--- src/rtl/alu_seq_if.sv ---
// alu_seq_if: request/response bundle between the control unit and alu_seq.
//   master : control unit; drives start, data1, data2, select.
//   slave  : alu_seq; returns result, zero, busy, done
//            (plus carry, overflow when ALU_SEQ_FLAGS_EN is defined).
// Optional macro: ALU_SEQ_FLAGS_EN adds the carry/overflow flag signals.
interface alu_seq_if #(
    parameter int WIDTH = 8
);
    logic             start;
    logic [WIDTH-1:0] data1;
    logic [WIDTH-1:0] data2;
    logic [2:0]       select;
    logic [WIDTH-1:0] result;
    logic             zero;
    logic             busy;
    logic             done;
`ifdef ALU_SEQ_FLAGS_EN
    logic             carry;
    logic             overflow;

    modport master (output start, data1, data2, select,
                    input  result, zero, busy, done, carry, overflow);
    modport slave  (input  start, data1, data2, select,
                    output result, zero, busy, done, carry, overflow);
`else
    modport master (output start, data1, data2, select,
                    input  result, zero, busy, done);
    modport slave  (input  start, data1, data2, select,
                    output result, zero, busy, done);
`endif
endinterface

--- src/rtl/alu_seq.sv ---
// alu_seq: multi-cycle ALU with a start/busy/done handshake.
//   Opcodes: 000 FORWARD(data2), 001 ADD, 010 AND, 011 OR,
//            100 MULT (shift-add, 1 bit/cycle), 101 SLL, 110 SRL, 111 SRA
//            (1 bit/cycle, amount saturated at WIDTH).
// Ports:
//   clk   : clock, rising edge
//   reset : synchronous, active-high; aborts any operation in flight
//   bus   : alu_seq_if.slave (start/data1/data2/select in,
//           result/zero/busy/done out, registered)
// Optional macro: ALU_SEQ_FLAGS_EN adds registered carry/overflow outputs and
// widens the MULT accumulator to 2*WIDTH so the high half can be checked.
module alu_seq #(
    parameter  int WIDTH = 8,
    localparam int CNTW  = $clog2(WIDTH) + 1
) (
    input  logic      clk,
    input  logic      reset,
    alu_seq_if.slave  bus
);

`ifdef ALU_SEQ_FLAGS_EN
    localparam int AW = 2 * WIDTH;
`else
    localparam int AW = WIDTH;
`endif

    localparam logic [WIDTH-1:0] W_VAL = WIDTH'(WIDTH);
    localparam logic [CNTW-1:0]  W_CNT = CNTW'(WIDTH);

    typedef enum logic [1:0] {IDLE, EXEC, FIN} state_t;

    state_t           state, state_nx;
    logic [2:0]       op;
    logic [AW-1:0]    acc;      // working register / product accumulator
    logic [AW-1:0]    mcand;    // multiplicand, shifted left each step
    logic [WIDTH-1:0] mplier;   // multiplier, shifted right each step
    logic [CNTW-1:0]  cnt;
    logic [WIDTH-1:0] result_q;
    logic             zero_q, busy_q, done_q;
    logic             accept;
    logic [CNTW-1:0]  sh_cnt;
    logic [WIDTH-1:0] simple, sh_res, lo;
    logic [AW-1:0]    mult_step;

`ifdef ALU_SEQ_FLAGS_EN
    logic [WIDTH:0]   sum;
    logic             add_ovf, sh_out;
    logic             cf, vf;           // flags tracked while the op runs
    logic             carry_q, overflow_q;
    assign sum     = {1'b0, bus.data1} + {1'b0, bus.data2};
    assign add_ovf = (bus.data1[WIDTH-1] == bus.data2[WIDTH-1]) &&
                     (sum[WIDTH-1] != bus.data1[WIDTH-1]);
`else
    logic [WIDTH-1:0] sum;
    assign sum = bus.data1 + bus.data2;
`endif

    // busy also covers the done cycle, so a start there is ignored
    assign accept = (state == IDLE) && bus.start && !busy_q;
    assign sh_cnt = (bus.data2 >= W_VAL) ? W_CNT : CNTW'(bus.data2);
    assign lo     = acc[WIDTH-1:0];

    always_comb begin
        case (bus.select[1:0])
            2'b00:   simple = bus.data2;
            2'b01:   simple = sum[WIDTH-1:0];
            2'b10:   simple = bus.data1 & bus.data2;
            default: simple = bus.data1 | bus.data2;
        endcase
    end

    always_comb begin
        sh_res = lo;
`ifdef ALU_SEQ_FLAGS_EN
        sh_out = 1'b0;
`endif
        case (op)
            3'b101: begin
                sh_res = {lo[WIDTH-2:0], 1'b0};
`ifdef ALU_SEQ_FLAGS_EN
                sh_out = lo[WIDTH-1];
`endif
            end
            3'b110: begin
                sh_res = {1'b0, lo[WIDTH-1:1]};
`ifdef ALU_SEQ_FLAGS_EN
                sh_out = lo[0];
`endif
            end
            3'b111: begin
                sh_res = {lo[WIDTH-1], lo[WIDTH-1:1]};
`ifdef ALU_SEQ_FLAGS_EN
                sh_out = lo[0];
`endif
            end
            default: ;
        endcase
    end

    assign mult_step = mplier[0] ? (acc + mcand) : acc;

    always_ff @(posedge clk) begin
        if (reset) state <= IDLE;
        else       state <= state_nx;
    end

    always_comb begin
        state_nx = state;
        case (state)
            IDLE: begin
                if (accept) begin
                    if (!bus.select[2])          state_nx = FIN;
                    else if (bus.select == 3'b100) state_nx = EXEC;
                    else if (sh_cnt == '0)       state_nx = FIN;
                    else                         state_nx = EXEC;
                end
            end
            EXEC:    if (cnt == CNTW'(1)) state_nx = FIN;
            FIN:     state_nx = IDLE;
            default: state_nx = IDLE;
        endcase
    end

    always_ff @(posedge clk) begin
        if (reset) begin
            op       <= '0;
            acc      <= '0;
            mcand    <= '0;
            mplier   <= '0;
            cnt      <= '0;
            result_q <= '0;
            zero_q   <= 1'b1;
            busy_q   <= 1'b0;
            done_q   <= 1'b0;
`ifdef ALU_SEQ_FLAGS_EN
            cf         <= 1'b0;
            vf         <= 1'b0;
            carry_q    <= 1'b0;
            overflow_q <= 1'b0;
`endif
        end else begin
            done_q <= 1'b0;
            busy_q <= (state_nx != IDLE) || (state == FIN);
            case (state)
                IDLE: if (accept) begin
                    op <= bus.select;
`ifdef ALU_SEQ_FLAGS_EN
                    cf <= 1'b0;
                    vf <= 1'b0;
`endif
                    if (!bus.select[2]) begin
                        acc <= AW'(simple);
                        cnt <= '0;
`ifdef ALU_SEQ_FLAGS_EN
                        if (bus.select == 3'b001) begin
                            cf <= sum[WIDTH];
                            vf <= add_ovf;
                        end
`endif
                    end else if (bus.select == 3'b100) begin
                        acc    <= '0;
                        mcand  <= AW'(bus.data1);
                        mplier <= bus.data2;
                        cnt    <= W_CNT;
                    end else begin
                        acc <= AW'(bus.data1);
                        cnt <= sh_cnt;
                    end
                end
                EXEC: begin
                    cnt <= cnt - CNTW'(1);
                    if (op == 3'b100) begin
                        acc    <= mult_step;
                        mcand  <= mcand << 1;
                        mplier <= mplier >> 1;
                    end else begin
                        acc <= AW'(sh_res);
`ifdef ALU_SEQ_FLAGS_EN
                        cf  <= sh_out;
`endif
                    end
                end
                FIN: begin
                    result_q <= lo;
                    zero_q   <= (lo == '0);
                    done_q   <= 1'b1;
`ifdef ALU_SEQ_FLAGS_EN
                    carry_q    <= (op == 3'b100) ? (|acc[AW-1:WIDTH]) : cf;
                    overflow_q <= vf;
`endif
                end
                default: ;
            endcase
        end
    end

    assign bus.result = result_q;
    assign bus.zero   = zero_q;
    assign bus.busy   = busy_q;
    assign bus.done   = done_q;
`ifdef ALU_SEQ_FLAGS_EN
    assign bus.carry    = carry_q;
    assign bus.overflow = overflow_q;
`endif

endmodule

--- src/flat_wrapper.sv ---
// flat-port wrapper written by rule: the top's interface ports become plain ports
module alu_seq_flat 
#(
    parameter  int WIDTH = 8,
    localparam int CNTW  = $clog2(WIDTH) + 1
)
  (clk, reset, bus_start, bus_data1, bus_data2, bus_select, bus_result, bus_zero, bus_busy, bus_done);
  alu_seq_if #(.WIDTH(WIDTH)) bus_i ();
  input  logic clk;
  input  logic reset;
  input wire logic [$bits(bus_i.start)-1:0] bus_start;
  input wire logic [$bits(bus_i.data1)-1:0] bus_data1;
  input wire logic [$bits(bus_i.data2)-1:0] bus_data2;
  input wire logic [$bits(bus_i.select)-1:0] bus_select;
  output wire logic [$bits(bus_i.result)-1:0] bus_result;
  output wire logic [$bits(bus_i.zero)-1:0] bus_zero;
  output wire logic [$bits(bus_i.busy)-1:0] bus_busy;
  output wire logic [$bits(bus_i.done)-1:0] bus_done;
  assign bus_i.start = bus_start;
  assign bus_i.data1 = bus_data1;
  assign bus_i.data2 = bus_data2;
  assign bus_i.select = bus_select;
  assign bus_result = bus_i.result;
  assign bus_zero = bus_i.zero;
  assign bus_busy = bus_i.busy;
  assign bus_done = bus_i.done;
  alu_seq #(.WIDTH(WIDTH)) u_core (.clk(clk), .reset(reset), .bus(bus_i));
endmodule
--- config.mk ---
export PLATFORM = sky130hd
export DESIGN_NAME = alu_seq_flat
export DESIGN_NICKNAME = d
export VERILOG_FILES = /design/src/rtl/alu_seq_if.sv /design/src/rtl/alu_seq.sv /design/src/flat_wrapper.sv
export SDC_FILE = /design/constraint.sdc
export NUM_CORES = 1
export LEC_CHECK = 0
export ABC_AREA = 1
export CORE_AREA = 4 4 120 88
export DETAILED_ROUTE_END_ITERATION = 16
export DIE_AREA = 0 0 124 92
export MAX_ROUTING_LAYER = met4
export SLEW_MARGIN = 5
export SYNTH_ARGS = -nofsm -noshare
export SYNTH_HDL_FRONTEND = slang
export SYNTH_SLANG_ARGS = --single-unit
--- constraint.sdc ---
create_clock -name clk -period 1.6 [get_ports clk]
set_input_delay 0.32 -clock clk [delete_from_list [all_inputs] [get_ports clk]]
set_output_delay 0.32 -clock clk [all_outputs]
set_load 0.02 [all_outputs]
# Word level (Yosys, flattened, before mapping)
# Index checks and enable logic that the tools add are counted.
[classes]
addsub = 3
order_cmp = 1
n_eq_ne = 18
mux = 30
n_bitwise = 2
reduce_logical = 15
[ops]
columns = ["op", "n"]
rows = [
  ["2-to-1 mux 8 bit", 13],
  ["case mux 8 bit (2 select lines)", 3],
  ["case mux 8 bit (3 select lines)", 2],
  ["adder 8 bit", 2],
  ["2-to-1 mux 4 bit", 4],
  ["== test 3 bit (second input constant)", 5],
  ["2-to-1 mux 2 bit", 5],
  ["AND reduction 5 bit", 2],
  ["bitwise AND 8 bit", 1],
  [">= comparator 8 x 4 -> 1 bit (second input constant)", 1],
  ["logical NOT 8 bit", 1],
  ["OR 8 bit", 1],
  ["case mux 4 bit (2 select lines)", 1],
  ["!= test 3 x 2 -> 1 bit (second input constant)", 2],
  ["!= test 5 x 4 -> 1 bit (second input constant)", 1],
  ["== test 2 x 1 -> 1 bit (second input constant)", 2],
  ["== test 2 bit (second input constant)", 2],
  ["== test 4 x 1 -> 1 bit (second input constant)", 1],
  ["logical NOT 2 bit", 2],
  ["logical NOT 4 bit", 1],
  ["!= test 2 x 1 -> 1 bit (second input constant)", 2],
  ["!= test 2 bit (second input constant)", 2],
  ["!= test 4 x 3 -> 1 bit (second input constant)", 1],
  ["case mux 2 bit (2 select lines)", 1],
  ["other kinds (8)", 11],
]
[totals]
reg_bits = 44
inputBits = 22

# Depth between registers and ports, before layout
[logic_depth]
depth_word = 10
depth_mapped = 13
ltp_nobuf = 13

# Worst setup path after synthesis
# OpenSTA, ideal clock, no wires.
[synth_timing]
path_kind = "reg2reg"
from = "reg u_core.acc[0]"
to = "reg u_core.acc[6]"
setup_time_ns = 0.109
t_arrival_ns = 1.534
required_time_ns = 1.491
slack_ns = -0.043
path_stages_with_launch = 14
path_buffers = 0
synth_period_minus_slack_ns = 1.643
path_cell_list = "dfxtp_1 -> ha_1 -> inv_1 -> fa_1 -> inv_1 -> nand3_1 -> nand3_1 -> nand2_1 -> nand3_1 -> nand2_1 -> nand2_1 -> nand3_1 -> nand2_1 -> inv_1"
[synth_via]
elab_chain_cells = 4
[synth_lines]
columns = ["element", "line", "text"]
rows = [
  ["start, declared", "alu_seq.sv:34", "logic [AW-1:0] acc;"],
  ["start signal, assigned", "alu_seq.sv:152", "acc <= AW'(simple);"],
  ["start signal, assigned", "alu_seq.sv:166", "acc <= AW'(bus.data1);"],
  ["start signal, assigned", "alu_seq.sv:173", "acc <= mult_step;"],
  ["adder 8 bit", "alu_seq.sv:100", "assign mult_step = mplier[0] ? (acc + mcand) : acc;"],
  ["2-to-1 mux 8 bit", "alu_seq.sv:100", ""],
  ["2-to-1 mux 8 bit", "alu_seq.sv:172", "if (op == 3'b100) begin"],
  ["case mux 8 bit (2 select lines)", "alu_seq.sv:144", "case (state)"],
]
# No other way between the ends. The select of a mux whose other input is x is not followed.
# A chain may end at the register's enable or synchronous reset.

# Worst setup path in the final report
# Same ends and word-level chain as after synthesis.

==> flow_metrics.env <==
export IMPL_outcome="finished, violations left"
export IMPL_violations="setup timing"
export IMPL_max_freq_mhz=617
export IMPL_via_count=3725
export IMPL_cts_made_buffers=5
export IMPL_critical_path_cell_chain="ha_4 -> inv_2 -> fa_2 -> inv_2 -> nand3_2 -> nand3_2 -> nand2_1 -> nand3_2 -> nand2_2 -> nand2_2 -> nand3_2 -> nand2_1 -> inv_1"
export IMPL_rr_endpoint="u_core.acc[6]"
export IMPL_cp_arrival_ns=1.82
export IMPL_clk_pin_slew_ns=0.07
export IMPL_cts_tree="done"
export IMPL_stdcell_count=726
export IMPL_cap_violations=0
export IMPL_cp_common_cell="nand3_2"
export IMPL_maxSlewViolCount=0
export IMPL_fin_skew_ns=0.00540
export IMPL_p_leak_nw=2.25
export IMPL_synth_top_cell_area_share=0.275
export IMPL_wl_per_cell_microns=15.0
export IMPL_final_common_cell="nand2_1"
export IMPL_cp_endpoint="u_core.acc[6]"
export IMPL_final_nets=646
export IMPL_drive_above_1_share=0.294
export IMPL_dp_cells=711
export IMPL_rsz0062_at_grt="yes"
export IMPL_core_area_sq_um=9420
export IMPL_setup_ws_ns=-0.0198
export IMPL_cp_start_kind="flip-flop"
export IMPL_die_h_microns=92
export IMPL_grt_pass1_wl_microns=17500
export IMPL_htreeDepth=2
export IMPL_critPathMaxFanout=2
export IMPL_crit_type="flip-flop to flip-flop"
export IMPL_worst_slew_margin_rel=0.748
export IMPL_postRouteAntennaNets=0
export IMPL_ioPinCount=33
export IMPL_syn_nets=537
export IMPL_start_util=0.340
export IMPL_cts_hold_buf=0
export IMPL_cp_required_ns=1.80
export IMPL_io_buffers=32
export IMPL_synth_seq_cells=44
export IMPL_drtPass1Iterations=5
export IMPL_fin_crit_ns=1.62
export IMPL_drt_total_wl_microns=10900
export IMPL_synth_top_cells_by_area="dfxtp_1, nand2_1, ha_1"
export IMPL_hold_path_class="input pin to flip-flop"
export IMPL_synth_edff_count=0
export IMPL_grt_usage=0.200
export IMPL_hold_viol=0
export IMPL_syn_avg_cell_area_sq_um=6.56
export IMPL_powerDensity_nw_per_um2=862
export IMPL_cp_startpoint="u_core.acc[0]"
export IMPL_ys_flop_type="dfxtp_1"
export IMPL_rrSetupSlack_ns=-0.02
export IMPL_synth_area_sq_um=3200
export IMPL_drcViolationCount=0
export IMPL_die_area_sq_um=11400
export IMPL_finalSetupViolCount=2
export IMPL_cts_root_buf="clkbuf_16"
export IMPL_mostFrequentLayoutCells="nand2_1, buf_4, inv_1"
export IMPL_drt_first_iter_violations=322
export IMPL_rows=30
export IMPL_worstRegToRegCells=13
export IMPL_hpwl_microns=8200
export IMPL_place_congestion=0.956
export IMPL_synth_top_area_cell="dfxtp_1"
export IMPL_insertedDiodeCount=0
export IMPL_grt_pass1_vias=3465
export IMPL_async_flop_share=0
export IMPL_clockBufferDepth=2
export IMPL_period_share=1.01
export IMPL_yosysWarningCount=0
export IMPL_ys_types=36
export IMPL_setup_worst_path_end_class="flip-flop"
export IMPL_postSynthCellCount=488
export IMPL_grt_overflow=0
export IMPL_antenna_found_initial=0
export IMPL_die_x_microns=124
export IMPL_clk_latency_ns=0.30
export IMPL_slowest_stage="fa_2"
export IMPL_worst_pin_slew_ns=0.377
export IMPL_design_area_sq_um=4780
export IMPL_yosysSeqAreaShare=0.275
export IMPL_area_growth_pct=49.4
export IMPL_placed_area_sq_um=4220
export IMPL_peakVddDrop_v=0.000469
export IMPL_grt_start_max_net_pins=31
export IMPL_slowest_delay_ns=0.37
export IMPL_fillers=913
export IMPL_clock_sinks=44
export IMPL_rr_startpoint="u_core.acc[0]"
export IMPL_vias_per_cell=5.13
==> cell type report <==
cell class | instances | area (sq um) | share of cell area
clock buffer | 5 | 125 | 0.0262
timing repair buffer | 117 | 1030 | 0.214
tap | 128 | 160 | 0.0335
clock inverter | 3 | 46.3 | 0.00968
inverter | 76 | 293 | 0.0612
sequential | 44 | 897 | 0.187
multi-input combinational | 353 | 2240 | 0.468
==> per-layer routing <==
| metal | track usage | part of all wire | vias to the layer above |
|---|---|---|---|
| met1 | 0.299 | 0.50 | 1724 |
| met2 | 0.279 | 0.42 | 133 |
| li1 | - | - | 1853 |
| met3 | 0.0314 | 0.066 | 15 |
| met4 | 0.0520 | 0.012 | 0 |
| met5 | - | 0 | - |
==> per-stage QoR <==
step / setup slack [ns] / power (mW) / utilization / hold slack [ns] / TNS, ns
finish: -0.0198 / 4.12 / 0.508 / 0.369 / -0.0377
global route: -0.164 / 4.36 / 0.508 / 0.394 / -0.497
detailed placement: -0.643 / 2.69 / 0.448 / 0.449 / -11.79
CTS: -0.0683 / 3.98 / 0.483 / 0.467 / -0.126
global placement: -0.629 / 2.68 / 0.448 / 0.452 / -11.54
floorplan: 0.000223 / 2.10 / - / 0.444 / 0
==> sequential cells by signal (all words and copies together), names as in the netlist <==
name,cells
u_core.acc,8
u_core.bus.busy,1
u_core.bus.done,1
u_core.bus.result,8
u_core.bus.zero,1
u_core.cnt,4
u_core.mcand,8
u_core.mplier,8
u_core.op,3
u_core.state,2
==> power by group <==
group          internal, mW  switching, mW  leakage, nW
Clock                 0.744          0.499       0.0804
Sequential             1.23          0.111        0.365
Combinational         0.700          0.837         1.80
==> cell families after synthesis <==
group,share of synthesized area
AND/OR/NAND/NOR,0.272
AO/OA/AOI/OAI,0.218
buffers and inverters,0.114
flip-flops,0.275
adder cells (fa/ha/maj),0.110
XOR/XNOR,0.0109
==> how the worst min path moves through the flow <==
stage | from | to | slack, ns | cells after the start
detailed placement | u_core.bus.zero | u_core.bus.zero | 0.45 | 2
CTS | u_core.bus.zero | u_core.bus.zero | 0.47 | 2
global placement | u_core.bus.zero | u_core.bus.zero | 0.45 | 2
finish | bus_data2[1] | u_core.mplier[1] | 0.37 | 3
global route | bus_data2[1] | u_core.mplier[1] | 0.39 | 3
floorplan | u_core.mplier[7] | u_core.mplier[7] | 0.44 | 2
==> cells in the mapped netlist (all sizes together), types with 2 or more instances <==
cell type,number
nor3,2
nand2,113
clkbuf,8
ha,25
nand4,7
fa,2
xor2,3
a221oi,2
inv,74
buf,7
o221ai,2
o31ai,2
o211ai,3
a211oi,2
dfxtp,44
a31oi,24
clkinv,2
nand3,37
a21oi,40
o2111ai,2
o21ai,42
nor2,38
==> timing repair <==
action / 4_1_cts / 5_1_grt
setup buffers: 3 / 2
cloned: 0 / 2
pin swaps: 16 / 17
endpoints found under the setup margin: 23 / 29
gates resized for setup: 56 / 48
==> worst max-delay path, delay by kind of cell (launching register included) <==
family	cells	cell delay [ns]
flip-flops	1	0.36
AND/OR/NAND/NOR	8	0.51
buffers and inverters	3	0.15
adder cells (fa/ha/maj)	2	0.50
(Power assumes the default switching activity.)
